==> src/rtl/image_point_stream.sv <==
// Streaming RGB point processor: PPC pixels per beat, two-stage pipeline
// with full valid/ready backpressure, per-frame shadowed configuration and
// SOF/EOL/EOF position tagging for the downstream writer.
//
// Handshake: a beat moves across an interface on a rising edge where valid
// and ready are both high; valid never depends on ready, and data/tags hold
// while valid is high and ready is low.
module image_point_stream #(
    parameter int WIDTH  = 768,
    parameter int HEIGHT = 512,
    parameter int PPC    = 2,
    parameter int DW     = 8
) (
    input  logic                  HCLK,
    input  logic                  HRESET,
    input  logic [2:0]            cfg_mode,
    input  logic [DW-1:0]         cfg_value,
    input  logic [DW-1:0]         cfg_threshold,
    input  logic                  in_valid,
    output logic                  in_ready,
    input  logic                  in_sof,
    input  logic [3*DW*PPC-1:0]   in_data,
    output logic                  out_valid,
    input  logic                  out_ready,
    output logic [3*DW*PPC-1:0]   out_data,
    output logic                  out_sof,
    output logic                  out_eol,
    output logic                  out_eof,
    output logic                  frame_done,
    output logic                  sync_err
);

    localparam int PW = 3 * DW;
    localparam int BW = PW * PPC;
    localparam int CW = (WIDTH > 1) ? $clog2(WIDTH) : 1;
    localparam int RW = (HEIGHT > 1) ? $clog2(HEIGHT) : 1;
    localparam logic [DW-1:0] MAXV = '1;

    // Leaves reset low so in_ready stays 0 for as long as HRESET is high
    logic          run;
    logic [CW-1:0] col;
    logic [RW-1:0] row;
    logic [2:0]    sh_mode;
    logic [DW-1:0] sh_value;
    logic [DW-1:0] sh_thr;

    logic              s1_valid;
    logic [BW-1:0]     s1_data;
    logic [DW*PPC-1:0] s1_gray;
    logic              s1_sof, s1_eol, s1_eof;
    logic [2:0]        s1_mode;
    logic [DW-1:0]     s1_value;
    logic [DW-1:0]     s1_thr;

    logic              s2_load, s1_load, accept;
    logic              at_origin, frame_start, beat_eol, beat_eof;
    logic [CW-1:0]     pos_col;
    logic [RW-1:0]     pos_row;
    logic [2:0]        eff_mode;
    logic [DW-1:0]     eff_value, eff_thr;
    logic [DW*PPC-1:0] gray_in;
    logic [DW+1:0]     gsum;
    logic [BW-1:0]     s2_next;
    logic [DW-1:0]     ch, gr, res;
    logic [DW:0]       add_sum;
    logic signed [DW:0] sub_diff;

    // Pipeline advance and the input-side position/config decode
    always_comb begin
        s2_load     = ~out_valid | out_ready;
        s1_load     = ~s1_valid | s2_load;
        in_ready    = run & s1_load;
        accept      = in_valid & in_ready;
        at_origin   = (col == '0) && (row == '0);
        pos_col     = in_sof ? '0 : col;
        pos_row     = in_sof ? '0 : row;
        frame_start = in_sof | at_origin;
        beat_eol    = (pos_col == CW'(WIDTH - PPC));
        beat_eof    = beat_eol && (pos_row == RW'(HEIGHT - 1));
        // The frame-start beat already uses the freshly sampled config
        eff_mode    = frame_start ? cfg_mode      : sh_mode;
        eff_value   = frame_start ? cfg_value     : sh_value;
        eff_thr     = frame_start ? cfg_threshold : sh_thr;
    end

    // Per-pixel gray = floor((R+G+B)/3), sum carried at DW+2 bits
    always_comb begin
        gray_in = '0;
        gsum    = '0;
        for (int p = 0; p < PPC; p++) begin
            gsum = {2'b00, in_data[PW*p+2*DW +: DW]}
                 + {2'b00, in_data[PW*p+DW +: DW]}
                 + {2'b00, in_data[PW*p +: DW]};
            gray_in[DW*p +: DW] = DW'(gsum / (DW+2)'(3));
        end
    end

    // Position counters, shadow config and the sync error pulse
    always_ff @(posedge HCLK or posedge HRESET) begin
        if (HRESET) begin
            run      <= 1'b0;
            col      <= '0;
            row      <= '0;
            sh_mode  <= 3'd0;
            sh_value <= '0;
            sh_thr   <= '0;
            sync_err <= 1'b0;
        end else begin
            run      <= 1'b1;
            // Flags SOF away from the origin, and an origin beat lacking SOF
            sync_err <= accept & (in_sof ^ at_origin);
            if (accept) begin
                if (frame_start) begin
                    sh_mode  <= cfg_mode;
                    sh_value <= cfg_value;
                    sh_thr   <= cfg_threshold;
                end
                if (beat_eol) begin
                    col <= '0;
                    row <= (pos_row == RW'(HEIGHT - 1)) ? '0 : pos_row + RW'(1);
                end else begin
                    col <= pos_col + CW'(PPC);
                    row <= pos_row;
                end
            end
        end
    end

    // Stage 1: register pixels, gray, tags and the config the beat will use
    always_ff @(posedge HCLK or posedge HRESET) begin
        if (HRESET) begin
            s1_valid <= 1'b0;
            s1_data  <= '0;
            s1_gray  <= '0;
            s1_sof   <= 1'b0;
            s1_eol   <= 1'b0;
            s1_eof   <= 1'b0;
            s1_mode  <= 3'd0;
            s1_value <= '0;
            s1_thr   <= '0;
        end else if (s1_load) begin
            s1_valid <= accept;
            if (accept) begin
                s1_data  <= in_data;
                s1_gray  <= gray_in;
                s1_sof   <= frame_start;
                s1_eol   <= beat_eol;
                s1_eof   <= beat_eof;
                s1_mode  <= eff_mode;
                s1_value <= eff_value;
                s1_thr   <= eff_thr;
            end
        end
    end

    // Stage 2 datapath: apply the beat's mode to every channel
    always_comb begin
        s2_next  = '0;
        ch       = '0;
        gr       = '0;
        res      = '0;
        add_sum  = '0;
        sub_diff = '0;
        for (int p = 0; p < PPC; p++) begin
            gr = s1_gray[DW*p +: DW];
            for (int c = 0; c < 3; c++) begin
                ch       = s1_data[PW*p+DW*c +: DW];
                add_sum  = {1'b0, ch} + {1'b0, s1_value};
                sub_diff = $signed({1'b0, ch}) - $signed({1'b0, s1_value});
                case (s1_mode)
                    3'd1:    res = add_sum[DW] ? MAXV : add_sum[DW-1:0];
                    3'd2:    res = (sub_diff < 0) ? '0 : sub_diff[DW-1:0];
                    3'd3:    res = MAXV - gr;
                    3'd4:    res = (gr > s1_thr) ? MAXV : '0;
                    default: res = ch;
                endcase
                s2_next[PW*p+DW*c +: DW] = res;
            end
        end
    end

    // Stage 2 / output register plus the frame-done pulse
    always_ff @(posedge HCLK or posedge HRESET) begin
        if (HRESET) begin
            out_valid  <= 1'b0;
            out_data   <= '0;
            out_sof    <= 1'b0;
            out_eol    <= 1'b0;
            out_eof    <= 1'b0;
            frame_done <= 1'b0;
        end else begin
            frame_done <= out_valid & out_ready & out_eof;
            if (s2_load) begin
                out_valid <= s1_valid;
                if (s1_valid) begin
                    out_data <= s2_next;
                    out_sof  <= s1_sof;
                    out_eol  <= s1_eol;
                    out_eof  <= s1_eof;
                end
            end
        end
    end

endmodule

==> config.mk <==
export PLATFORM = sky130hd
export DESIGN_NAME = image_point_stream
export DESIGN_NICKNAME = d
export VERILOG_FILES = /design/src/rtl/image_point_stream.sv
export SDC_FILE = /design/constraint.sdc
export NUM_CORES = 1
export LEC_CHECK = 0
export CORE_MARGIN = 5
export CORE_UTILIZATION = 60
export CTS_BUF_LIST = sky130_fd_sc_hd__clkbuf_8 sky130_fd_sc_hd__clkbuf_16
export DETAILED_ROUTE_END_ITERATION = 7
export GPL_ROUTABILITY_DRIVEN = 0
export PLACE_DENSITY = 0.86
export SLEW_MARGIN = 30
export SYNTH_ARGS = -nofsm -noshare
export SYNTH_HDL_FRONTEND = slang
export SYNTH_SLANG_ARGS = --single-unit
==> constraint.sdc <==
create_clock -name HCLK -period 7.01 [get_ports HCLK]
set_input_delay 1.0515 -clock HCLK [delete_from_list [all_inputs] [get_ports HCLK]]
set_output_delay 1.0515 -clock HCLK [all_outputs]
set_load 0.01 [all_outputs]
# == Yosys cells after proc, flatten, opt, wreduce, memory -nomap -nowiden ==
# Cells that the tools add are included.
# word_totals
input_bits,72
wordCells,103
output_inout_bits,55
regBits,180
# classes
n_lt_le_gt_ge,8
addsub,20
eq_ne,6
bitwise,11
div,2
mux,28
n_reduce_logical,6
# ops
cell,count
$pmux W8 S4,6
$mux W8,16
$add A8 B8 Y9,8
$lt A9 B1 Y1 const B,6
$sub A8 B8 Y9,6
$mux W9,3
$add A9 B8 Y10,2
$div A10 B2 Y10 const B,2
$mux W10,2
$gt A8 B8 Y1,2
$sub A8 B8 Y8 const A,2
$add A10 B2 Y10 const B,1
$eq A10 B10 Y1 const B,1
$logic_not A10 Y1,1
$add A9 B1 Y9 const B,1
$eq A9 B9 Y1 const B,1
$logic_not A9 Y1,1
$eq A3 B2 Y1 const B,2
$and A1 B1 Y1,5
$reduce_and A2 Y1,2
$eq A3 B1 Y1 const B,1
$eq A3 B3 Y1 const B,1
$mux W3,1
$or A1 B1 Y1,3
other kinds (3),5

# == Depth between registers and ports, before layout ==
# Gate-level depths: netlist of run 1.
# logic_depth
word_depth,6
depth_mapped,24
mapped_depth_nobuf,22

# == Worst setup path after synthesis of run 1 ==
# OpenSTA, ideal clock, no wires.
# synth_timing
path_kind,in2reg
from,input in_data[1]
to,register s1_gray[0]
path_stages,23
slack_ns,0.745
path_buffers,1
arrival_ns,6.133
setup_ns,0.132
required_ns,6.878
cell_sequence,inv_1 -> fa_1 -> inv_1 -> ha_1 -> fa_1 -> a211oi_2 -> o21bai_2 -> a211oi_4 -> nor4b_1 -> o31ai_1 -> o31ai_1 -> or4_1 -> buf_2 -> or4_4 -> o31ai_2 -> or3_4 -> ha_1 -> and2b_1 -> nor2_1 -> a311o_1 -> a311oi_1 -> o21a_1 -> o41ai_2
# synth_between
elab_chain_len,2
# synth_lines
element,line_no,rtl
"start, declared",22,"input logic [3*DW*PPC-1:0] in_data,"
$add A9 B8 Y10,93,"+ {2'b00, in_data[PW*p +: DW]};"
$div A10 B2 Y10,94,gray_in[DW*p +: DW] = DW'(gsum / (DW+2)'(3));
"end signal, assigned",145,s1_gray <= gray_in;
"end, declared",49,logic [DW*PPC-1:0] s1_gray;
# No other way between the ends.
# A chain may end at the register's enable or synchronous reset.

# == Worst setup path in the final report of run 1 ==
# Ends and elaborated chain as after synthesis.

==> results of run 1 <==
==> metrics by stage <==
step	util	hold WS [ns]	TNS, ns	instance area (µm²)
after floorplan	-	0.4431	0	14710
after global placement	0.6720	0.4559	0	16300
after detailed placement	0.6722	0.4662	-0.01469	16300
after CTS	0.6976	0.4822	0	16920
after global routing	0.6981	0.4950	0	16930
final	0.6981	0.4772	0	16930
==> layout by cell type (no fill, tap or decap), types with 19 or more instances in the layout <==
master	count
nand2_1	225
dfrtp_1	180
o21ai_0	164
a21oi_1	146
nor2_1	145
ha_1	132
clkdlybuf4s50_1	126
inv_1	124
a21o_1	51
xnor2_1	44
o21bai_1	33
fa_1	30
nand3_1	28
buf_4	28
mux2i_1	27
mux2_2	23
xor2_1	20
o22ai_1	19
==> layout make-up <==
type | count | area, µm² | area share
inverters | 127 | 481.7 | 0.02846
repair buffers | 155 | 1483 | 0.08758
well taps | 324 | 405.4 | 0.02395
clock buffers | 18 | 439.2 | 0.02594
clock inverters | 14 | 177.7 | 0.01050
multi-input cells | 1370 | 9438 | 0.5575
flip-flops and latches | 180 | 4504 | 0.2661
==> worst max-delay path, stage by stage <==
cell and delay [ns]:
clkdlybuf4s50_1 0.50, inv_1 0.07, fa_1 0.55, inv_1 0.04, ha_1 0.25, fa_1 0.46
a211oi_2 0.25, buf_4 0.16, o22ai_1 0.07, a31oi_1 0.24, o21a_2 0.20, mux2i_1 0.25
a211oi_1 0.11, or4_1 0.54, or4_4 0.50, o31ai_2 0.09, or3_4 0.19, ha_1 0.23
and2b_1 0.26, nor2_1 0.07, a311o_1 0.35, a311oi_1 0.27, o21a_1 0.18, o41ai_2 0.07
==> metal layers <==
metal	part of all wire	GRT usage	wire length (µm)
met1	0.39	0.4024	16530
met2	0.46	0.4813	19550
met3	0.11	0.04954	4623
met4	0.041	0.1042	1729
met5	0	0	0
==> logic make-up (layout without fill, tap and decap cells) <==
logic type / Yosys count / after routing
XOR/XNOR: 66 / 66
buffers and inverters: 204 / 314
AND/OR/NAND/NOR: 499 / 499
adder cells (fa/ha/maj): 163 / 163
multiplexers: 50 / 50
other: 1 / 1
AO/OA/AOI/OAI: 591 / 591
flip-flops: 180 / 180
==> power by group <==
group,internal (mW),switching (mW),leakage [nW]
Sequential,1.31,0.290,2.22
Combinational,1.44,1.90,5.34
Clock,0.496,0.492,0.294
Total,3.25,2.68,7.85
==> path summary, 6_finish.rpt <==
check,from,end,slack (ns),cells past startpoint
worst max-delay path,in_data[1],s1_gray[0]$_DFFE_PP0P_,0.37,24
worst max register to register,s1_value[1]$_DFFE_PP0P_,out_data[44]$_DFFE_PP0P_,2.94,14
worst min-delay path,out_data[36]$_DFFE_PP0P_,out_data[36]$_DFFE_PP0P_,0.48,1
max in group asynchronous,HRESET,s1_data[12]$_DFFE_PP0P_,4.57,3
min in group asynchronous,HRESET,col[0]$_DFFE_PP0P_,1.13,2
worst min register to register,out_data[36]$_DFFE_PP0P_,out_data[36]$_DFFE_PP0P_,0.48,1
==> flip-flops by register name, summed over array words and instances (netlist names), 3 cells and up <==
name and count:
col 10, out_data 48, row 9, s1_data 48, s1_gray 16, s1_mode 3, s1_thr 8, s1_value 8
sh_mode 3, sh_thr 8, sh_value 8
==> synthesized netlist by cell type (8+ instances only) <==
| master | count |
|---|---|
| mux2i_1 | 27 |
| a21o_1 | 51 |
| o21a_1 | 16 |
| o21bai_1 | 33 |
| a211oi_1 | 10 |
| o221ai_1 | 15 |
| o211ai_1 | 14 |
| ha_1 | 132 |
| mux2_2 | 23 |
| clkbuf_1 | 58 |
| xor2_1 | 20 |
| nand2b_1 | 11 |
| a311oi_1 | 17 |
| o2bb2ai_1 | 10 |
| nand2_1 | 227 |
| inv_1 | 126 |
| nand3_1 | 28 |
| fa_1 | 30 |
| o22ai_1 | 19 |
| o21ai_0 | 164 |
| nor3_1 | 16 |
| nor2b_1 | 14 |
| a21oi_1 | 146 |
| or2_2 | 8 |
| dfrtp_1 | 180 |
| nor2_1 | 145 |
| xnor2_1 | 46 |
| a31oi_1 | 9 |
==> implementation parameters, run 1 <==
Parameter                              Value

Synth
  Share of synthesized cell area in and, or, nand and nor gates    0.1482
  Number of warnings issued by yosys    0
  Area share of the leading cell type in the synthesized netlist    0.3061
  Number of nets in the synthesized netlist    1988
  Number of instances in the synthesized netlist    between 1500 and 2000
  Unique cell type count in the Yosys netlist    94
  Register area share after synthesis    0.3061
  Top cells by area in the synthesized netlist    dfrtp_1, ha_1, nand2_1
  Multiplexer fraction of the synthesized cell area    0.03597
  Most used DFF post-synth    dfrtp_1
  Proportion of synthesized flip-flops having asynchronous set or reset    1.000
  Number of enable flip-flop cells after synthesis    0
  Per-instance average area after synthesis    8.389 µm²
  Synthesized cell area    14710 µm²
  Library cell occupying the most area in the post-synthesis netlist    dfrtp_1
  Adder and majority cell fraction of the synthesized area    0.1537
  FF+latch count, synth    180
  Complex-gate fraction of the synthesized area    0.2615
  Synthesized-area fraction occupied by xor and xnor cells    0.03929
  Main combinational cell family by area after synthesis    compound AO/OA/AOI/OAI gates

Floorplan
  Floorplan row count    57
  Die footprint    27760 µm²
  Area inside the core boundary    around 24000 µm²
  Die Width    between 150 and 200 µm
  Initial core utilization    0.6068
  Die extent in y    166.6 µm
  I/O pin count    127

STA
  Endpoints failing setup    0
  Worst Setup Slack, final    around 0.37 ns
  Highest clock rate    0.1507 GHz
  Relative max-transition margin    0.3790
  Period Utilization, post-route    0.9469
  Actual transition at the worst max-transition pin    0.9315 ns
  Setup repair after global routing missed its margin    false
  Final Hold Viols    0
  Final slew viol count    0
  Time the worst path needs with I/O delays and setup    6.638 ns
  Largest clock skew in the final design    roughly 0.015 ns

Setup path
  Nature of the critical path startpoint    input port
  Worst setup EP type    flip-flop
  Crit path required time    7.32 ns
  Maximum net fanout on the critical path    4
  Path type of the worst setup path    in -> reg
  Endpoint arrival time on the critical path    6.94 ns

Drt
  Drt via density    6.456
  Detailed Route WL    42430 µm
  Routed length per instance    19.39 µm
  Detailed-routing iteration count for the pre-antenna-repair pass    6
  Total via count in the routed design    14130
  Number of antenna-violating nets in the routed design    0
  Violation count after the first detailed-route iteration    2101
  Number of DRC violations after detailed routing    0

GRT
  Number of global-route vias before repair    13300
  Pin count of the biggest net entering global routing    99
  Initial antenna violation count    0
  Overall global routing resource usage    0.2957
  Sum of overflow across all layers after global routing    0
  Wire length of the first global-routing pass    67770 µm

Placement
  Setup slack at placement    -0.01469 ns
  Number of cells after detailed placement    2156
  Dpl hpwl    about 31000 µm
  Port bufs    between 100 and 150

Clocking
  Max H-tree Level    4
  Post-CTS Resized    0
  Register clock-pin slew on the reported worst setup and hold paths    0.07 ns
  CTS sink count    180
  Clock tree buffer depth    2
  Latest clock arrival within the worst-skew pair    0.45 ns
  CTS root buffer    clkbuf_16
  Number of clock buffers inserted by TritonCTS    17
  Hold bufs inserted after CTS    0
  Post-CTS Setup Bufs    0
  CTS tree    done

Cells and area
  Syn-to-layout area delta    15.05%
  Ratio of cells with drive above 1 in the final layout    0.06706
  Antenna diodes    0
  Filler cell count    roughly 1800
  Number of nets in the final layout    2085
  Final Instance Count excl. Fillers    approximately 2200

Power
  Static power due to leakage    between 7 and 8 nW
  Overall power    5.930 mW
  Worst vdd rail ir drop    0.0001668 V
  Pwr Density    350.3 nW/µm²

Job
  Max-Cap Viols    0

Hold path
  Type of the most critical hold path    reg -> reg

Outcome
  Outcome    complete, no violations
Note: power is estimated with default switching activity, not from simulation.
==> run 2: changes to the inputs <==
--- a/config.mk
+++ b/config.mk
@@ -5,7 +5,8 @@
 export SDC_FILE = /design/constraint.sdc
 export NUM_CORES = 1
 export LEC_CHECK = 0
-export CORE_MARGIN = 5
+export CAP_MARGIN = 30
+export CORE_MARGIN = 2
 export CORE_UTILIZATION = 60
 export CTS_BUF_LIST = sky130_fd_sc_hd__clkbuf_8 sky130_fd_sc_hd__clkbuf_16
 export DETAILED_ROUTE_END_ITERATION = 7
==> implementation parameters, run 2 (synthesis results as in run 1) <==
Parameter                              Value

STA
  Relative max-transition margin    0.4105
  Period Utilization, post-route    0.9348
  Final slew viol count    0
  Largest clock skew in the final design    0.02165 ns
  Fin Setup TNS    0 ns
  Worst Setup Slack, final    0.4573 ns
  Highest clock rate    0.1526 GHz
  Actual transition at the worst max-transition pin    0.8821 ns
  Endpoints failing setup    0
  Final Hold Viols    0
  Setup repair after global routing missed its margin    false
  Time the worst path needs with I/O delays and setup    around 6.6 ns

Floorplan
  Die Width    around 160 µm
  Floorplan row count    57
  Initial core utilization    0.6086
  Die extent in y    160.6 µm
  Area inside the core boundary    24180 µm²
  I/O pin count    127
  Die footprint    25790 µm²

Cells and area
  Most common cell after layout, fill and taps aside    nand2_1
  Syn-to-layout area delta    15.40%
  Most frequent cells in the layout    nand2_1, dfrtp_1, o21ai_0
  Number of nets in the final layout    2083
  Ratio of cells with drive above 1 in the final layout    0.06552
  Final Instance Count excl. Fillers    2187
  Top Registers    out_data (48), s1_data (48), s1_gray (16)

Setup path
  Path type of the worst setup path    in -> reg
  Worst setup EP type    flip-flop
  Nature of the critical path startpoint    input port
  Endpoint arrival time on the critical path    6.86 ns
  Maximum net fanout on the critical path    6
  Crit path required time    between 7 and 8 ns

GRT
  Met2 global-route usage    0.5041
  Sum of overflow across all layers after global routing    0
  Overall global routing resource usage    0.3249
  Pin count of the biggest net entering global routing    100
  M3 GR Usage    0.06043
  Number of global-route vias before repair    around 13000
  Wire length of the first global-routing pass    67200 µm
  M1 GR Usage    0.4467
  Most congested layer reported by global routing    met2
  Initial antenna violation count    1

Clocking
  Post-CTS Resized    0
  Register clock-pin slew on the reported worst setup and hold paths    0.07 ns
  Hold bufs inserted after CTS    0
  Post-CTS Setup Bufs    0
  Clock tree buffer depth    2
  Max H-tree Level    4
  CTS root buffer    clkbuf_16
  CTS sink count    180
  Latest clock arrival within the worst-skew pair    0.46 ns
  Number of clock buffers inserted by TritonCTS    17
  CTS tree    done

Placement
  Port bufs    126
  Number of cells after detailed placement    2153
  Setup slack at placement    0.06514 ns
  Dpl hpwl    30280 µm

Power
  Static power due to leakage    7.869 nW
  Worst vdd rail ir drop    0.0001739 V
  Pwr Density    348.4 nW/µm²

Outcome
  Outcome    complete, no violations

Drt
  Total via count in the routed design    between 10000 and 15000
  Number of antenna-violating nets in the routed design    0
  Violation count after the first detailed-route iteration    1662
  Number of DRC violations after detailed routing    0
  Drt via density    approximately 6.4
  Routed length per instance    19.00 µm
  Detailed Route WL    ~42000 µm
  Detailed-routing iteration count for the pre-antenna-repair pass    8

Hold path
  Type of the most critical hold path    reg -> reg

Job
  Max-Cap Viols    0
run 2: metrics by stage:
step                total power, mW  utilization  instance area, µm²  hold slack [ns]
detailed placement            4.786       0.6739               16290           0.4646
CTS                           5.830       0.7007               16940           0.4828
global placement              4.643       0.6728               16270           0.4586
global route                  6.323       0.7022               16980           0.4936
finish                        5.916       0.7023               16980           0.4802
floorplan                     3.812            -               14710           0.4431
run 2: power by group:
| part | switching, mW | internal [mW] | total (mW) |
|---|---|---|---|
| logic | 1.87 | 1.43 | 3.30 |
| registers | 0.287 | 1.31 | 1.60 |
| clock network | 0.523 | 0.497 | 1.02 |
run 2: final timing paths:
| check | startpoint | slack [ns] | cells past startpoint | to |
|---|---|---|---|---|
| worst max-delay path | in_data[1] | 0.46 | 24 | s1_gray[0]$_DFFE_PP0P_ |
| max in group asynchronous | HRESET | 4.81 | 3 | out_data[21]$_DFFE_PP0P_ |
| worst min-delay path | out_data[47]$_DFFE_PP0P_ | 0.48 | 2 | out_data[47]$_DFFE_PP0P_ |
| worst max register to register | s1_value[3]$_DFFE_PP0P_ | 3.06 | 14 | out_data[38]$_DFFE_PP0P_ |
| worst min register to register | out_data[47]$_DFFE_PP0P_ | 0.48 | 2 | out_data[47]$_DFFE_PP0P_ |
| min in group asynchronous | HRESET | 0.99 | 2 | s1_thr[2]$_DFFE_PP0P_ |
run 2: cell type report:
type,instances,area (µm²)
diodes,1,2.502
inverters,127,481.7
flip-flops and latches,180,4504
repair buffers,153,1504
fillers,1755,7197
clock buffers,17,425.4
clock inverters,15,221.5
multi-input cells,1370,9435
well taps,324,405.4
run 2: critical path, stage by stage:
cell             delay (ns)
clkdlybuf4s50_1        0.49
inv_1                  0.07
fa_1                   0.53
inv_1                  0.04
ha_1                   0.24
fa_1                   0.45
a211oi_2               0.25
buf_4                  0.17
nor2_1                 0.07
xor2_1                 0.45
nor2_1                 0.12
o31ai_1                0.09
o31ai_1                0.14
or4_1                  0.52
or4_4                  0.49
o31ai_2                0.09
or3_4                  0.19
ha_1                   0.23
and2b_1                0.26
nor2_1                 0.08
a311o_1                0.35
a311oi_1               0.25
o21a_1                 0.18
o41ai_2                0.07
run 2: per-layer routing:
| layer | vias up | share of wire |
|---|---|---|
| li1 | 6414 | - |
| met1 | 6593 | 0.40 |
| met2 | 787 | 0.45 |
| met3 | 182 | 0.11 |
| met4 | 2 | 0.048 |
| met5 | - | 0.00029 |
==> run 3: changes to the inputs <==
--- a/config.mk
+++ b/config.mk
@@ -7,11 +7,11 @@
 export LEC_CHECK = 0
 export CAP_MARGIN = 30
 export CORE_MARGIN = 2
-export CORE_UTILIZATION = 60
+export CORE_UTILIZATION = 35
 export CTS_BUF_LIST = sky130_fd_sc_hd__clkbuf_8 sky130_fd_sc_hd__clkbuf_16
 export DETAILED_ROUTE_END_ITERATION = 7
 export GPL_ROUTABILITY_DRIVEN = 0
-export PLACE_DENSITY = 0.86
+export PLACE_DENSITY = 0.57
 export SLEW_MARGIN = 30
 export SYNTH_ARGS = -nofsm -noshare
 export SYNTH_HDL_FRONTEND = slang
==> implementation parameters, run 3 (synthesis results as in run 1) <==
Parameter                              Value

STA
  Endpoints failing setup    0
  Highest clock rate    0.1541 GHz
  Time the worst path needs with I/O delays and setup    6.487 ns
  Fin Setup TNS    0 ns
  Period Utilization, post-route    0.9254
  Largest clock skew in the final design    0.02848 ns
  Setup repair after global routing missed its margin    false
  Final Hold Viols    0
  Relative max-transition margin    0.3721
  Actual transition at the worst max-transition pin    0.9351 ns
  Final slew viol count    0

Clocking
  CTS sink count    180
  Latest clock arrival within the worst-skew pair    between 0.4 and 0.5 ns
  CTS tree    done
  CTS root buffer    clkbuf_16
  Post-CTS Resized    0
  Register clock-pin slew on the reported worst setup and hold paths    ~0.080 ns
  Number of clock buffers inserted by TritonCTS    17
  Max H-tree Level    4
  Clock tree buffer depth    2
  Hold bufs inserted after CTS    0
  Post-CTS Setup Bufs    0

Floorplan
  Initial core utilization    0.3524
  Area inside the core boundary    approximately 42000 µm²
  Die footprint    43700 µm²
  I/O pin count    about 130
  Die Width    about 210 µm
  Die extent in y    approximately 210 µm
  Floorplan row count    75

Job
  Max-Cap Viols    0

Drt
  Detailed Route WL    43560 µm
  Routed length per instance    18.13 µm
  Drt via density    about 5.5
  Detailed-routing iteration count for the pre-antenna-repair pass    5
  Violation count after the first detailed-route iteration    1011
  Total via count in the routed design    13150
  Number of antenna-violating nets in the routed design    0
  Number of DRC violations after detailed routing    0

Cells and area
  Top Registers    out_data (48), s1_data (48), s1_gray (16)
  Filler cell count    4201
  Final non-filler cell area    about 17000 µm²
  Fraction of the core area covered by cells at the end of the flow    0.4113
  Number of nets in the final layout    2086
  Syn-to-layout area delta    16.72%
  Most common cell after layout, fill and taps aside    nand2_1
  Most frequent cells in the layout    nand2_1, dfrtp_1, o21ai_0
  Antenna diodes    0
  Ratio of cells with drive above 1 in the final layout    0.06545

Power
  Pwr Density    341.0 nW/µm²
  P_sw    approximately 2.6 mW
  Overall power    around 5.9 mW
  Switching Fraction    0.4485
  Clock power share    0.165
  Part of the power in registers    0.272
  Worst vdd rail ir drop    0.0001645 V
  Share of total power in combinational logic    0.563
  Static power due to leakage    7.849 nW
  Internal power contribution    3.230 mW

GRT
  Initial antenna violation count    0
  Overall global routing resource usage    0.2023
  Number of global-route vias before repair    12830
  Pin count of the biggest net entering global routing    119
  Sum of overflow across all layers after global routing    0
  Wire length of the first global-routing pass    roughly 70000 µm

Hold path
  Number of cells on the worst hold path    2
  Start point of the worst hold path    s1_eol$_DFFE_PP0P_
  End point of the most critical hold path    s1_eol$_DFFE_PP0P_
  Type of the most critical hold path    reg -> reg

Setup path
  Count of cells along the worst register-to-register path    14
  End of the worst register-to-register path    out_data[30]$_DFFE_PP0P_
  Crit path required time    around 7.3 ns
  Endpoint arrival time on the critical path    6.82 ns
  Nature of the critical path startpoint    input port
  Maximum net fanout on the critical path    4
  Worst setup EP type    flip-flop
  Path type of the worst setup path    in -> reg
  Flop2flop setup slack    ~3.0 ns
  Reg2Reg Launch Point    s1_value[0]$_DFFE_PP0P_

Outcome
  Outcome    complete, no violations

Placement
  Post-DP Area    16580 µm²
  Port bufs    126
  Dpl hpwl    33240 µm
run 3: cell count changes in the layout (fill, tap and decap cells not counted), sizes merged:
cell      change
inv           +4
diode         -1
clkinv        -6
buf           +3
clkinvlp      +1
run 3: layout make-up:
type / instances / area (µm²) / share of cell area
Sequential cell: 180 / 4504 / 0.2623
Multi-Input combinational cell: 1370 / 9437 / 0.5495
Inverter: 127 / 484.2 / 0.02819
Tap cell: 539 / 674.4 / 0.03927
Clock buffer: 17 / 425.4 / 0.02477
Timing Repair Buffer: 156 / 1490 / 0.08677
Clock inverter: 14 / 158.9 / 0.009252
run 3: power groups by stage:
stage	logic, mW	registers [mW]	clock network, mW
2_1_floorplan	2.25	1.57	0
3_3_place_gp	3.19	1.61	0
3_5_place_dp	3.26	1.62	0
4_1_cts	3.28	1.60	0.988
5_1_grt	3.68	1.64	1.03
6_report	3.30	1.60	0.965
run 3: worst max-delay path by stage:
stage,depth (start not counted),endpoint,start,slack [ns]
detailed placement,24,s1_gray[0]$_DFFE_PP0P_,in_data[1],0.09
finish,24,s1_gray[0]$_DFFE_PP0P_,in_data[1],0.52
floorplan,23,s1_gray[0]$_DFFE_PP0P_,in_data[1],0.74
global placement,24,s1_gray[0]$_DFFE_PP0P_,in_data[1],0.18
global route,23,s1_gray[0]$_DFFE_PP0P_,in_data[1],0.07
CTS,24,s1_gray[0]$_DFFE_PP0P_,in_data[1],0.57
run 3: stage by stage:
step	hold slack, ns	setup slack (ns)	std cells
floorplan	0.4431	0.7448	1754
global placement	0.4600	0.1758	2371
detailed placement	0.4656	0.08774	2371
CTS	0.4858	0.5664	2402
global route	0.5103	0.06809	2403
finish	0.4769	0.5227	2403
run 3: metal layers:
| metal | vias up | wire [µm] | track usage |
|---|---|---|---|
| li1 | 6405 | - | - |
| met1 | 6338 | 20530 | 0.2851 |
| met2 | 353 | 20050 | 0.3243 |
| met3 | 58 | 1982 | 0.02375 |
| met4 | 0 | 998 | 0.06429 |
| met5 | - | 0 | 0 |
run 3: critical path, cell delays in order:
cell and delay (ns):
clkdlybuf4s50_1 0.49, inv_1 0.06, fa_1 0.53, inv_1 0.05, ha_1 0.25, fa_1 0.46, a211oi_2 0.26, buf_4 0.17
o21bai_2 0.10, a211oi_4 0.26, nor4b_1 0.09, o31ai_1 0.27, o31ai_1 0.15, or4_1 0.52, or4_4 0.49, o31ai_2 0.09
or3_4 0.19, ha_1 0.22, and2b_1 0.22, nor2_1 0.06, a311o_1 0.33, a311oi_1 0.25, o21a_1 0.19, o41ai_2 0.07
